**src/rtl/task2_pkg.sv**
```systemverilog
// Shared types and constants for the RC4 key-scheduling stage.
package task2_pkg;

  localparam int         KEY_LEN = 3;
  localparam logic [7:0] LAST_I  = 8'd255;

  typedef enum logic [3:0] {
    WAIT          = 4'd0,
    GO_TO_S       = 4'd1,
    GET_S         = 4'd2,
    GO_TO_ROM     = 4'd3,
    GET_NEW_J     = 4'd4,
    START_SWAP_J  = 4'd5,
    GET_ADDRESS_J = 4'd6,
    SWAP          = 4'd7,
    DONE_SWAP     = 4'd8,
    INCREMENT     = 4'd9,
    FINISHED      = 4'd10
  } state_t;

  // Key byte 0 lives in the most significant byte of the 24-bit key.
  function automatic logic [7:0] key_byte(input logic [23:0] key, input logic [1:0] idx);
    case (idx)
      2'd0:    key_byte = key[23:16];
      2'd1:    key_byte = key[15:8];
      default: key_byte = key[7:0];
    endcase
  endfunction

endpackage

```
**src/rtl/task2_fsm.sv**
```systemverilog
// RC4 key scheduling over a 256-byte S RAM with a synchronous read port.
// Outputs are registered from the next-state values so the RAM sees them during the state that names them.
module task2_fsm
  import task2_pkg::*;
(
  input  logic        clk,
  input  logic        reset,
  input  logic [23:0] secret_key,
  input  logic [7:0]  q,
  output logic [4:0]  address_d,
  output logic [7:0]  data_d,
  output logic        wren_d,
  input  logic [7:0]  q_d,
  input  logic [7:0]  q_m,
  output logic [4:0]  address_m,
  input  logic        finished_task1,
  output logic        wren,
  output logic [7:0]  data,
  output logic [7:0]  address,
  output logic        done_task2
);

  state_t     state, state_n;
  logic [7:0] i, i_n;
  logic [7:0] j, j_n;
  logic [1:0] k, k_n;
  logic [7:0] si, si_n;
  logic [7:0] sj, sj_n;
  logic [7:0] kb, kb_n;
  logic [7:0] address_n, data_n;
  logic       wren_n, done_n;
  logic       unused_inputs;

  assign address_d     = 5'd0;
  assign data_d        = 8'd0;
  assign wren_d        = 1'b0;
  assign address_m     = 5'd0;
  assign unused_inputs = ^{q_d, q_m};

  always_ff @(posedge clk) begin
    if (!reset) begin
      state      <= WAIT;
      i          <= 8'd0;
      j          <= 8'd0;
      k          <= 2'd0;
      si         <= 8'd0;
      sj         <= 8'd0;
      kb         <= 8'd0;
      address    <= 8'd0;
      data       <= 8'd0;
      wren       <= 1'b0;
      done_task2 <= 1'b0;
    end else begin
      state      <= state_n;
      i          <= i_n;
      j          <= j_n;
      k          <= k_n;
      si         <= si_n;
      sj         <= sj_n;
      kb         <= kb_n;
      address    <= address_n;
      data       <= data_n;
      wren       <= wren_n;
      done_task2 <= done_n;
    end
  end

  always_comb begin
    state_n = state;
    i_n     = i;
    j_n     = j;
    k_n     = k;
    si_n    = si;
    sj_n    = sj;
    kb_n    = kb;
    case (state)
      WAIT:          if (finished_task1) state_n = GO_TO_S;
      GO_TO_S:       state_n = GET_S;
      GET_S: begin
        si_n    = q;
        state_n = GO_TO_ROM;
      end
      GO_TO_ROM: begin
        kb_n    = key_byte(secret_key, k);
        state_n = GET_NEW_J;
      end
      GET_NEW_J: begin
        j_n     = j + si + kb;
        state_n = START_SWAP_J;
      end
      START_SWAP_J:  state_n = GET_ADDRESS_J;
      GET_ADDRESS_J: begin
        sj_n    = q;
        state_n = SWAP;
      end
      SWAP:          state_n = DONE_SWAP;
      DONE_SWAP:     state_n = INCREMENT;
      INCREMENT: begin
        if (i == LAST_I) begin
          state_n = FINISHED;
        end else begin
          i_n     = i + 8'd1;
          // k tracks i mod KEY_LEN without a divider.
          k_n     = (k == 2'(KEY_LEN - 1)) ? 2'd0 : k + 2'd1;
          state_n = GO_TO_S;
        end
      end
      FINISHED:      state_n = FINISHED;
      default:       state_n = WAIT;
    endcase

    address_n = 8'd0;
    data_n    = 8'd0;
    wren_n    = 1'b0;
    done_n    = 1'b0;
    case (state_n)
      GO_TO_S:      address_n = i_n;
      START_SWAP_J: address_n = j_n;
      SWAP: begin
        address_n = i_n;
        data_n    = sj_n;
        wren_n    = 1'b1;
      end
      // When i == j this second write repeats the address with si, which is the same value.
      DONE_SWAP: begin
        address_n = j_n;
        data_n    = si_n;
        wren_n    = 1'b1;
      end
      FINISHED:     done_n = 1'b1;
      default:      ;
    endcase
  end

endmodule

```
**config.mk**
```make
export PLATFORM = sky130hd
export DESIGN_NAME = task2_fsm
export DESIGN_NICKNAME = d
export VERILOG_FILES = /design/src/rtl/task2_pkg.sv /design/src/rtl/task2_fsm.sv
export SDC_FILE = /design/constraint.sdc
export NUM_CORES = 1
export LEC_CHECK = 0
export ABC_AREA = 1
export BUFFER_PORTS_ARGS = -buffer_cell sky130_fd_sc_hd__buf_4
export CAP_MARGIN = 20
export CORE_MARGIN = 8
export CORE_UTILIZATION = 55
export CTS_CLUSTER_DIAMETER = 40
export DETAILED_ROUTE_END_ITERATION = 16
export GPL_TIMING_DRIVEN = 0
export PLACE_DENSITY = 0.84
export SLEW_MARGIN = 30
export SYNTH_ARGS = -nofsm -noshare
export SYNTH_HDL_FRONTEND = slang
export SYNTH_SLANG_ARGS = --single-unit
export TNS_END_PERCENT = 20
```
**constraint.sdc**
```tcl
create_clock -name clk -period 6.6 [get_ports clk]
set_input_delay 0 -clock clk [delete_from_list [all_inputs] [get_ports clk]]
set_output_delay 0 -clock clk [all_outputs]
set_load 0.005 [all_outputs]
```
==> summary.txt, run 1 <==
CTS
  – Post-CTS Repair Setup Buffers: 0
  – Clock sink count: 56
  – CTS tree: built
  – H-tree levels: 2
  – Max Buffers Root-to-Sink: 2
  – Clock Tree Root: clkbuf_8
  – Hold_buf cts: 22
  – Worst-Skew Late Latency: 320 ps
  – Cts repair resizes: 0
  – Clock-pin slew of the registers on the worst-case setup and hold paths: 110 ps
  – Cts bufs inserted: 5

Die
  – Die Span Y: 90.7 µm
  – FP Rows: 27
  – Die Width: 90.7 µm
  – Die area: 8220 µm²
  – Io pins: 88
  – Core area: 5440 µm²
  – Initial core utilization: 56.4%

GRT
  – Largest net degree at the start of global routing: 20
  – Vias in the first global route: 2833
  – Initial antenna violation count: 0
  – Global-route wire length before repair: around 13 mm
  – Remaining Overflow, GRT: 0
  – GRT Total Usage: about a fifth

Logic synthesis
  – Synthesized area: around 3100 µm²
  – Syn Inst Count: 409
  – Seq cells post-synth: 56
  – Yosys warning count: 0
  – Area share of the largest cell type after synthesis: 36.6%
  – Post-synthesis cell type count: 38
  – Largest cells by area after synthesis: dfxtp_1 37%, nand2_1 13%, nand3_1 5.4%
  – Synth Area per Inst: 7.49 µm²
  – Area leader, netlist: dfxtp_1
  – Post-synthesis sequential area ratio: 36.6%

Final layout
  – Multi-input gate area: 1680 µm²
  – Most common cell after layout, fill and taps aside: nand2_1
  – FF+latch area: 1120 µm²
  – Fin cells: 581
  – Fin util: approximately 72%
  – Final net count: 574
  – Number of diodes: 0
  – Fill count: 443
  – Share of layout cells above drive strength 1: 22.6%
  – Layout overhead on the synthesized area: 28.1%
  – Most frequent cells in the layout: 104 x nand2_1, 72 x buf_4, 56 x dfxtp_1

Route
  – Routed WL: ~7.8 mm
  – First-pass DRT Iterations: 4
  – Drt initial violations: around 160
  – Antenna Nets Post-Route: 0
  – Total number of vias: slightly below 3000
  – WL/cell: ~13 µm
  – Residual DRC count: 0
  – Vias per cell: 5.05

STA
  – Final Hold Viols: 1
  – Final setup fails: 0
  – Final worst slack: 4220 ps
  – Slew headroom: between 60 and 70%
  – Max Slew Vio Count: 0
  – Slew @ Worst Pin: 585 ps
  – Hold slack final: -1.91 ps
  – Maximum clock frequency: about 420 MHz
  – Period minus WS final: 2380 ps
  – Setup TNS Final: 0 ps
  – Unrepaired setup endpoints after global routing: no
  – Final worst path period share: 36.0%
  – Clock skew: 9.50 ps

Critical path
  – CP Data Arrival Time: 2610 ps
  – CP max-delay cell: fa_1
  – Kind of critical path: reg2reg
  – Critical path endpoint category: flop
  – Req. time, crit path: a little under 7000 ps
  – Worst path most repeated cell: nand2_1
  – Critical Path Start Type: flop
  – Critical-path cell list: fa_1 -> ha_1 -> inv_1 -> fa_1 -> o21ai_0 -> xnor2_1 -> nand2_1 -> nand2_1 -> inv_1 -> nand2_1 -> nand2_1
  – Crit-path max FO: 3
  – Critical Path Max Stage Delay: around 540 ps

Place
  – DP Wirelength: 5.68 mm
  – Post-Place Worst Slack: 4250 ps
  – # placed instances: roughly 550
  – Placer congestion estimate: 0.900
  – Port Buffers: 52

Outcome
  – Status: complete, but fails checks
  – Violations in the final reports: negative hold slack

Job
  – Max_cap viols: 0

Power and ir drop
  – Leak: around 1.9 nW
  – Worst IR drop on VDD: 120 µV
  – Pwr/cell area: ~180 nW/µm²

Worst hold path
  – Worst min-delay path class: in2reg
path summary, 6_finish.rpt:
kind | depth (start not counted) | to | slack (ps) | start
setup / recovery | 11 | address[5] | 4220 | j[1]
hold reg to reg | 2 | i[7] | 520 | i[7]
setup reg to reg | 11 | address[5] | 4220 | j[1]
hold / removal | 3 | kb[3] | -2 | secret_key[11]
state kept, by name, indices dropped and copies added, names as in the netlist:
| name | count |
|---|---|
| k | 2 |
| done_task2 | 1 |
| address | 8 |
| state | 4 |
| si | 8 |
| j | 8 |
| i | 8 |
| wren | 1 |
| kb | 8 |
| data | 8 |
area by class of cell:
cell class	count	share of cell area, %
plain buffers	30	5.03
clock buffers	5	1.75
clock inverters	3	0.637
inverters	36	3.44
multi-input cells	305	42.8
flip-flops and latches	56	28.5
well taps	72	2.29
repair buffers	74	15.5
cell families (layout without fill, tap and decap cells):
| family | count (synthesis) | count (layout) | share of synthesized area, % |
|---|---|---|---|
| simple gates | 213 | 213 | 32.4 |
| buf+inv | 66 | 148 | 10.9 |
| flops | 56 | 56 | 36.6 |
| compound gates | 49 | 49 | 9.43 |
| fa+ha+maj | 15 | 15 | 8.08 |
| xor+xnor | 9 | 9 | 2.57 |
| other cells | 1 | 19 | 0.122 |
cell usage after synthesis:
library cell  count
nor2_2            3
buf_2             2
buf_6             1
nor3_4            1
o21ai_1           1
fa_1              8
clkinv_1          1
nand3_4           1
clkbuf_1          6
o21ai_0          13
nor3_1            2
xnor2_1           5
nor2_1           37
a41oi_1           8
a21oi_1          23
nand4_1           3
inv_1            30
nand2_2           4
or2_2            11
a211oi_2          1
ha_1              7
buf_1             1
a31oi_1           1
buf_4            20
inv_2             5
a211oi_1          1
or2_1             7
o21a_1            1
nor4_1            1
nand3_2           2
nor3_2            1
xor2_1            4
dfxtp_1          56
nand2_4           2
conb_1            1
nand3_1          33
nand2_1         104
nor2_8            1
layer usage:
metal	track usage, %	up-vias	part of all wire (%)
met2	34.1	82	51
li1	-	1477	-
met1	21.6	1366	42
met3	4.49	7	5.4
met5	0	-	0
met4	5.96	0	1.4
worst max-delay path: cells and delay by family (launching register included):
kind	cells	cell delay (ps)
compound gates	1	230
xor+xnor	1	140
fa+ha+maj	3	1190
buf+inv	2	120
flops	1	350
simple gates	4	260
stage by stage:
step	cell area, µm²	total power, W
finish	3930	0.000717
detailed placement	3610	0.000508
global route	3930	0.000755
global placement	3610	0.000504
floorplan	3130	0.000468
CTS	3930	0.000716
report_power, final:
group	internal [W]	leakage (nW)	total, W	switching [W]
clock network	0.0000778	0.0452	0.000203	0.000126
registers	0.000351	0.453	0.000365	0.0000133
logic	0.0000710	1.39	0.000149	0.0000781
total	0.000500	1.89	0.000717	0.000217
Power figures use the tool's default switching activity.
==> run 2: changes to the inputs <==
--- a/config.mk
+++ b/config.mk
@@ -9,11 +9,11 @@
 export BUFFER_PORTS_ARGS = -buffer_cell sky130_fd_sc_hd__buf_4
 export CAP_MARGIN = 20
 export CORE_MARGIN = 8
-export CORE_UTILIZATION = 55
+export CORE_UTILIZATION = 47
 export CTS_CLUSTER_DIAMETER = 40
 export DETAILED_ROUTE_END_ITERATION = 16
 export GPL_TIMING_DRIVEN = 0
-export PLACE_DENSITY = 0.84
+export PLACE_DENSITY = 0.76
 export SLEW_MARGIN = 30
 export SYNTH_ARGS = -nofsm -noshare
 export SYNTH_HDL_FRONTEND = slang
==> constraint.sdc (replaced) <==
create_clock -name clk -period 2.05 [get_ports clk]
set_input_delay 0 -clock clk [delete_from_list [all_inputs] [get_ports clk]]
set_output_delay 0 -clock clk [all_outputs]
set_load 0.005 [all_outputs]
==> run 2 against run 1 <==
- the flow finishes with violations (negative setup slack)
- largest power group unchanged
- sequential share of layout area about the same
- die area increased by 14%
- maximum frequency increased by 12%
==> summary.txt, run 2 (synthesized netlist as in run 1, its figures left out) <==
Die
  – Die Span Y: 96.8 µm (+6.7%)
  – Die Width: 96.8 µm (+6.7%)
  – Io pins: 88 (unchanged)
  – Core area: 6310 µm² (+16%)
  – Initial core utilization: 48.6% (-7.8 points)
  – FP Rows: 29 (+7.4%)
  – Die area: 9360 µm² (+14%)

Worst hold path
  – Hold Startpoint: secret_key[21]
  – Worst min-delay path class: in2reg
  – Hold EP: kb[5]
  – Worst hold path depth: 3 (unchanged)

Place
  – Post-Place Worst Slack: -139 ps (-4390 ps)
  – Placer congestion estimate: 0.926 (+2.8%)
  – # placed instances: 556 (+0.91%)
  – DP Wirelength: 5.68 mm (about the same)
  – Port Buffers: 52 (unchanged)

Final layout
  – Most frequent cells in the layout: 103 x nand2_1, 74 x buf_4, 51 x dfxtp_1
  – Fin cells: 577 (-0.69%)
  – Number of diodes: 0 (unchanged)
  – Share of layout cells above drive strength 1: 27.0% (+4.4 points)
  – Layout overhead on the synthesized area: 28.9%
  – Most common cell after layout, fill and taps aside: nand2_1
  – Final net count: 566 (-1.4%)

GRT
  – Remaining Overflow, GRT: 0 (unchanged)
  – Initial antenna violation count: 0 (unchanged)
  – Largest net degree at the start of global routing: 17 (-15%)
  – Vias in the first global route: 2827 (-0.21%)
  – Global-route wire length before repair: 12.8 mm (-2.0%)
  – GRT Total Usage: 15.8% (-3.3 points)

Critical path
  – Worst path most repeated cell: nand2_1
  – CP Data Arrival Time: 2380 ps (-230 ps)
  – Worst r2r src: kb[1]
  – Kind of critical path: reg2reg
  – Crit-path max FO: 3 (unchanged)
  – Critical Path Start Type: flop
  – Flop-to-flop setup slack: -80 ps (-4300 ps)
  – Reg-to-reg endpoint: address[3]
  – Req. time, crit path: 2300 ps (-4530 ps)
  – Critical path endpoint category: flop
  – Critical Path Max Stage Delay: 550 ps (about the same)
  – CP max-delay cell: fa_1
  – Critical-path cell list: fa_1 -> ha_2 -> inv_2 -> fa_2 -> xnor2_1 -> nand2_1 -> a21oi_2 -> nand2_1 -> nand2_1
  – Register-to-Register Path Depth: 9 (-2)

CTS
  – Cts bufs inserted: 5 (unchanged)
  – Clock Tree Root: clkbuf_8
  – CTS tree: built
  – Clock sink count: 56 (unchanged)
  – Max Buffers Root-to-Sink: 2 (unchanged)
  – H-tree levels: 2 (unchanged)
  – Clock-pin slew of the registers on the worst-case setup and hold paths: 100 ps (about the same)
  – Worst-Skew Late Latency: 300 ps (-20 ps)

Route
  – Residual DRC count: 0 (unchanged)
  – First-pass DRT Iterations: 5 (+1)
  – Total number of vias: 2837 (-3.2%)
  – Routed WL: 7.51 mm (-3.9%)
  – WL/cell: 13.0 µm (-3.2%)
  – Vias per cell: 4.92 (-2.6%)
  – Antenna Nets Post-Route: 0 (unchanged)
  – Drt initial violations: 170 (+8.3%)

STA
  – Period minus WS final: 2130 ps (-246 ps)
  – Clock skew: 10.2 ps (+0.665 ps)
  – Slew headroom: 61.0% (+0.11 points)
  – Final Hold Viols: 0 (-1)
  – Final setup fails: 3 (+3)
  – Max Slew Vio Count: 0 (unchanged)
  – Maximum clock frequency: 469 MHz (+12%)
  – Unrepaired setup endpoints after global routing: yes
  – Final worst slack: -81.4 ps (-4300 ps)
  – Final worst path period share: 104% (+68 points)
  – Slew @ Worst Pin: 583 ps (-1.66 ps)

Power and ir drop
  – Pwr/cell area: 631 nW/µm² (+250%)
  – Worst IR drop on VDD: 381 µV (+220%)
  – Leak: 1.86 nW (-1.8%)

Job
  – Max_cap viols: 0 (unchanged)

Outcome
  – Status: complete, but fails checks
  – Violations in the final reports: negative setup slack
run 2: layer usage:
metal	GRT usage, %	share of wire (%)	routed length [µm]	up-vias
met5	0	0	0	-
met1	18.6	43	3230	1307
li1	-	-	-	1457
met3	3.27	4.2	318	9
met4	4.50	1.4	102	0
met2	27.9	51	3850	64
run 2: cell type report:
type	count	area, µm²
clock inverters	2	60.1
well taps	77	96.3
clock buffers	5	68.8
plain buffers	30	198
repair buffers	66	526
fillers	582	2360
inverters	36	135
flip-flops and latches	56	1130
multi-input cells	305	1740
run 2: worst max-delay path by stage:
stage                     startpoint         end  slack, ps
after global placement          j[1]  address[5]       -140
after detailed placement        j[1]  address[5]       -140
after floorplan                 j[1]  address[5]         30
after global routing           kb[1]  address[3]       -210
final                          kb[1]  address[3]        -80
after CTS                      kb[1]  address[5]       -100
run 2: what timing repair did:
action,4_1_cts,5_1_grt
buffers inserted,1,1
hold buffers,11,1
hold endpoints to repair,14,1
setup endpoints to repair,4,10
gates resized for setup,8,10
pin swaps,7,7
run 2: worst max-delay path: cells and delay by family (launching register included):
kind | cells | cell delay (ps)
flops | 1 | 340
fa+ha+maj | 3 | 1120
xor+xnor | 1 | 170
compound gates | 1 | 180
buf+inv | 1 | 40
simple gates | 3 | 260
run 2: where the power goes:
part           leakage (nW)  total (W)  internal, W  switching, W
clock network        0.0642   0.000830     0.000481      0.000349
logic                  1.34   0.000486     0.000232      0.000254
registers             0.455    0.00118      0.00113     0.0000442
run 2: stage by stage:
stage	power [W]	hold slack [ps]	instance area [µm²]	setup TNS, ps	utilization, %
final	0.00249	4.85	3950	-193	62.6
after floorplan	0.00151	118	3140	0	-
after global placement	0.00162	277	3620	-210	57.4
after CTS	0.00247	1.32	3880	-224	61.5
after global routing	0.00262	11.3	3950	-859	62.6
after detailed placement	0.00163	279	3620	-254	57.4
==> run 3: changes to the inputs <==
--- a/config.mk
+++ b/config.mk
@@ -6,14 +6,16 @@
 export NUM_CORES = 1
 export LEC_CHECK = 0
 export ABC_AREA = 1
+export ABC_CLOCK_PERIOD_IN_PS = 2050
 export BUFFER_PORTS_ARGS = -buffer_cell sky130_fd_sc_hd__buf_4
 export CAP_MARGIN = 20
 export CORE_MARGIN = 8
 export CORE_UTILIZATION = 47
 export CTS_CLUSTER_DIAMETER = 40
+export CTS_CLUSTER_SIZE = 28
 export DETAILED_ROUTE_END_ITERATION = 16
 export GPL_TIMING_DRIVEN = 0
-export PLACE_DENSITY = 0.76
+export PLACE_DENSITY = 0.87
 export SLEW_MARGIN = 30
 export SYNTH_ARGS = -nofsm -noshare
 export SYNTH_HDL_FRONTEND = slang
==> run 3 against run 2 <==
- the run ends with negative hold slack, negative setup slack left
- highest routed layer unchanged
- critical path depth increased by 2
- non-clock buffer count grew 9
- critical endpoint is now address[5]
- register-to-register slack got worse by 20 ps
- clock skew shrank 3.7 ps
- routed wire length up 7.7%
- worst hold slack worse by 10 ps
- setup slack lost 19 ps
- via count rose by 3.1%
- total power shrank 6.7%
- critical path type unchanged
- final cell count rose by 1.7%
- sequential share of layout area shrank 0.51 points
- maximum frequency down 0.88%
==> summary.txt, run 3 (synthesized netlist as in run 1, its figures left out) <==
Critical path
  – Critical Path Start Type: flop
  – Crit-path max FO: 3 (unchanged)
  – Critical path endpoint category: flop
  – CP max-delay cell: fa_1
  – Critical-path cell list: fa_1 -> ha_2 -> inv_2 -> fa_2 -> o21ai_2 -> xnor2_1 -> nand2_1 -> nand2_1 -> inv_2 -> nand2_1 -> nand2_1
  – CP Data Arrival Time: 2370 ps (about the same)
  – Worst Path Buf+Inv: 2 (+1)
  – Req. time, crit path: 2270 ps (-30 ps)
  – Kind of cell adding the most delay to the critical path: adder cells
  – Worst path most repeated cell: nand2_1
  – Kind of critical path: reg2reg
  – Critical Path Max Stage Delay: 540 ps (about the same)

Power and ir drop
  – Leak: 1.90 nW (+2.4%)
  – Share of power burned in registers: 50.5% (+3.3 points)
  – Switch share: 29.0% (+3.0 points)
  – Worst IR drop on VDD: 318 µV (-17%)
  – Pwr/cell area: 580 nW/µm² (-8.0%)
  – Switch Pwr: 0.000674 W (+4.3%)
  – Comb power frac: 22.0% (+2.5 points)
  – P_int: 0.00165 W (-11%)
  – Clock share of power: 27.5% (-5.8 points)

GRT
  – GRT Total Usage: 16.4% (+0.61 points)
  – Initial antenna violation count: 0 (unchanged)
  – Global-route wire length before repair: 13.0 mm (+1.8%)
  – Vias in the first global route: 2848 (+0.74%)
  – Largest net degree at the start of global routing: 17 (unchanged)
  – Remaining Overflow, GRT: 0 (unchanged)

Outcome
  – Status: complete, but fails checks
  – Violations in the final reports: negative hold slack, negative setup slack

Worst hold path
  – Worst min-delay path class: in2reg

Place
  – DP Wirelength: 5.95 mm (+4.9%)
  – # placed instances: 556 (unchanged)
  – Port Buffers: 52 (unchanged)
  – Placer congestion estimate: 0.881 (-4.8%)

STA
  – Setup TNS Final: -155 ps (+37.6 ps)
  – Slew @ Worst Pin: 582 ps (-1.18 ps)
  – Final worst slack: -100 ps (-18.9 ps)
  – Period minus WS final: 2150 ps (+18.9 ps)
  – Max Slew Vio Count: 0 (unchanged)
  – Unrepaired setup endpoints after global routing: yes
  – Final setup fails: 3 (unchanged)
  – Clock skew: 6.41 ps (-3.75 ps)
  – Final worst path period share: 105% (+0.92 points)
  – Slew headroom: 61.2% (+0.22 points)
  – Maximum clock frequency: 465 MHz (-0.88%)
  – Hold slack final: -5.24 ps (-10.1 ps)
  – Final Hold Viols: 2 (+2)

Die
  – Die Span Y: 96.8 µm (unchanged)
  – Die Width: 96.8 µm (unchanged)
  – Core area: 6310 µm² (unchanged)
  – Die area: 9360 µm² (unchanged)
  – Io pins: 88 (unchanged)
  – FP Rows: 29 (unchanged)
  – Initial core utilization: 48.6% (unchanged)

CTS
  – Cts bufs inserted: 5 (unchanged)
  – Worst-Skew Late Latency: 320 ps (+20 ps)
  – H-tree levels: 2 (unchanged)
  – Clock-pin slew of the registers on the worst-case setup and hold paths: 100 ps (about the same)
  – CTS tree: built
  – Clock sink count: 56 (unchanged)
  – Max Buffers Root-to-Sink: 2 (unchanged)
  – Clock Tree Root: clkbuf_8

Final layout
  – Share of layout cells above drive strength 1: 26.5% (-0.53 points)
  – Fill count: 555 (-4.6%)
  – FF+latch area: 1120 µm² (-0.33%)
  – Most frequent cells in the layout: 104 x nand2_1, 77 x buf_4, 54 x dfxtp_1
  – Most common cell after layout, fill and taps aside: nand2_1
  – Multi-input gate area: 1740 µm² (about the same)
  – Number of diodes: 0 (unchanged)
  – Layout overhead on the synthesized area: 30.8%
  – Final net count: 575 (+1.6%)
  – Fin cells: 587 (+1.7%)

Route
  – Total number of vias: 2926 (+3.1%)
  – WL/cell: 13.8 µm (+5.9%)
  – Drt initial violations: 157 (-7.6%)
  – Residual DRC count: 0 (unchanged)
  – Routed WL: 8.09 mm (+7.7%)
  – First-pass DRT Iterations: 5 (unchanged)
  – Antenna Nets Post-Route: 0 (unchanged)
  – Vias per cell: 4.98 (+1.4%)

Job
  – Max_cap viols: 0 (unchanged)
-- run 3: cell types whose count changed in the layout (fill, tap and decap cells not counted), sizes merged --
| cell | previous run | this run |
|---|---|---|
| dlygate4sd3 | 12 | 20 |
| buf | 78 | 80 |
| bufinv | 2 | 0 |
| clkinv | 1 | 2 |
| clkinvlp | 0 | 1 |
-- run 3: final timing paths --
kind / end / startpoint / slack (ps) / depth (start not counted)
min: kb[7] / secret_key[7] / -5 / 3
min reg2reg: i[7] / i[7] / 520 / 2
max: address[5] / j[1] / -100 / 11
max reg2reg: address[5] / j[1] / -100 / 11
-- run 3: metrics by stage --
step	util, %	cell area, µm²	hold slack [ps]	setup WS (ps)	power, W
global route	63.5	4010	0.509	-195	0.00245
global placement	57.4	3620	275	-131	0.00162
detailed placement	57.4	3620	279	-137	0.00163
floorplan	-	3140	118	29.5	0.00151
finish	63.5	4010	-5.24	-100	0.00233
CTS	62.3	3930	1.21	-126	0.00229
-- run 3: power groups by stage --
stage / combinational (W) / sequential (W) / clock [W]
final: 0.000512 / 0.00117 / 0.000640
after CTS: 0.000471 / 0.00117 / 0.000641
after floorplan: 0.000319 / 0.00119 / 0
after global placement: 0.000424 / 0.00120 / 0
after global routing: 0.000569 / 0.00118 / 0.000695
after detailed placement: 0.000435 / 0.00120 / 0
-- run 3: timing repair --
action | in CTS | in global routing
hold buffers | 20 | 0
setup endpoints to repair | 4 | 11
gates resized for setup | 6 | 11
hold endpoints to repair | 18 | 0
pin swaps | 2 | 2
buffers inserted | 1 | 3
-- run 3: worst min-delay path: cells and delay by family --
kind            cells  cell delay (ps)
compound gates      1              110
buf+inv             1              100
simple gates        1               50
-- run 3: area by class of cell --
| type | instances | share of cell area, % |
|---|---|---|
| timing repair buffer | 76 | 15.5 |
| multi-input combinational | 305 | 43.4 |
| inverter | 36 | 3.46 |
| clock inverter | 2 | 0.250 |
| buffer | 29 | 4.90 |
| tap | 77 | 2.40 |
| clock buffer | 6 | 2.06 |
| sequential | 56 | 28.0 |
-- run 3: metal layers --
metal / vias up / GRT usage, % / wire, µm
met3: 11 / 3.98 / 435
met2: 102 / 29.4 / 4200
met4: 0 / 4.85 / 110
li1: 1476 / - / -
met5: - / 0 / 0
met1: 1337 / 18.6 / 3340
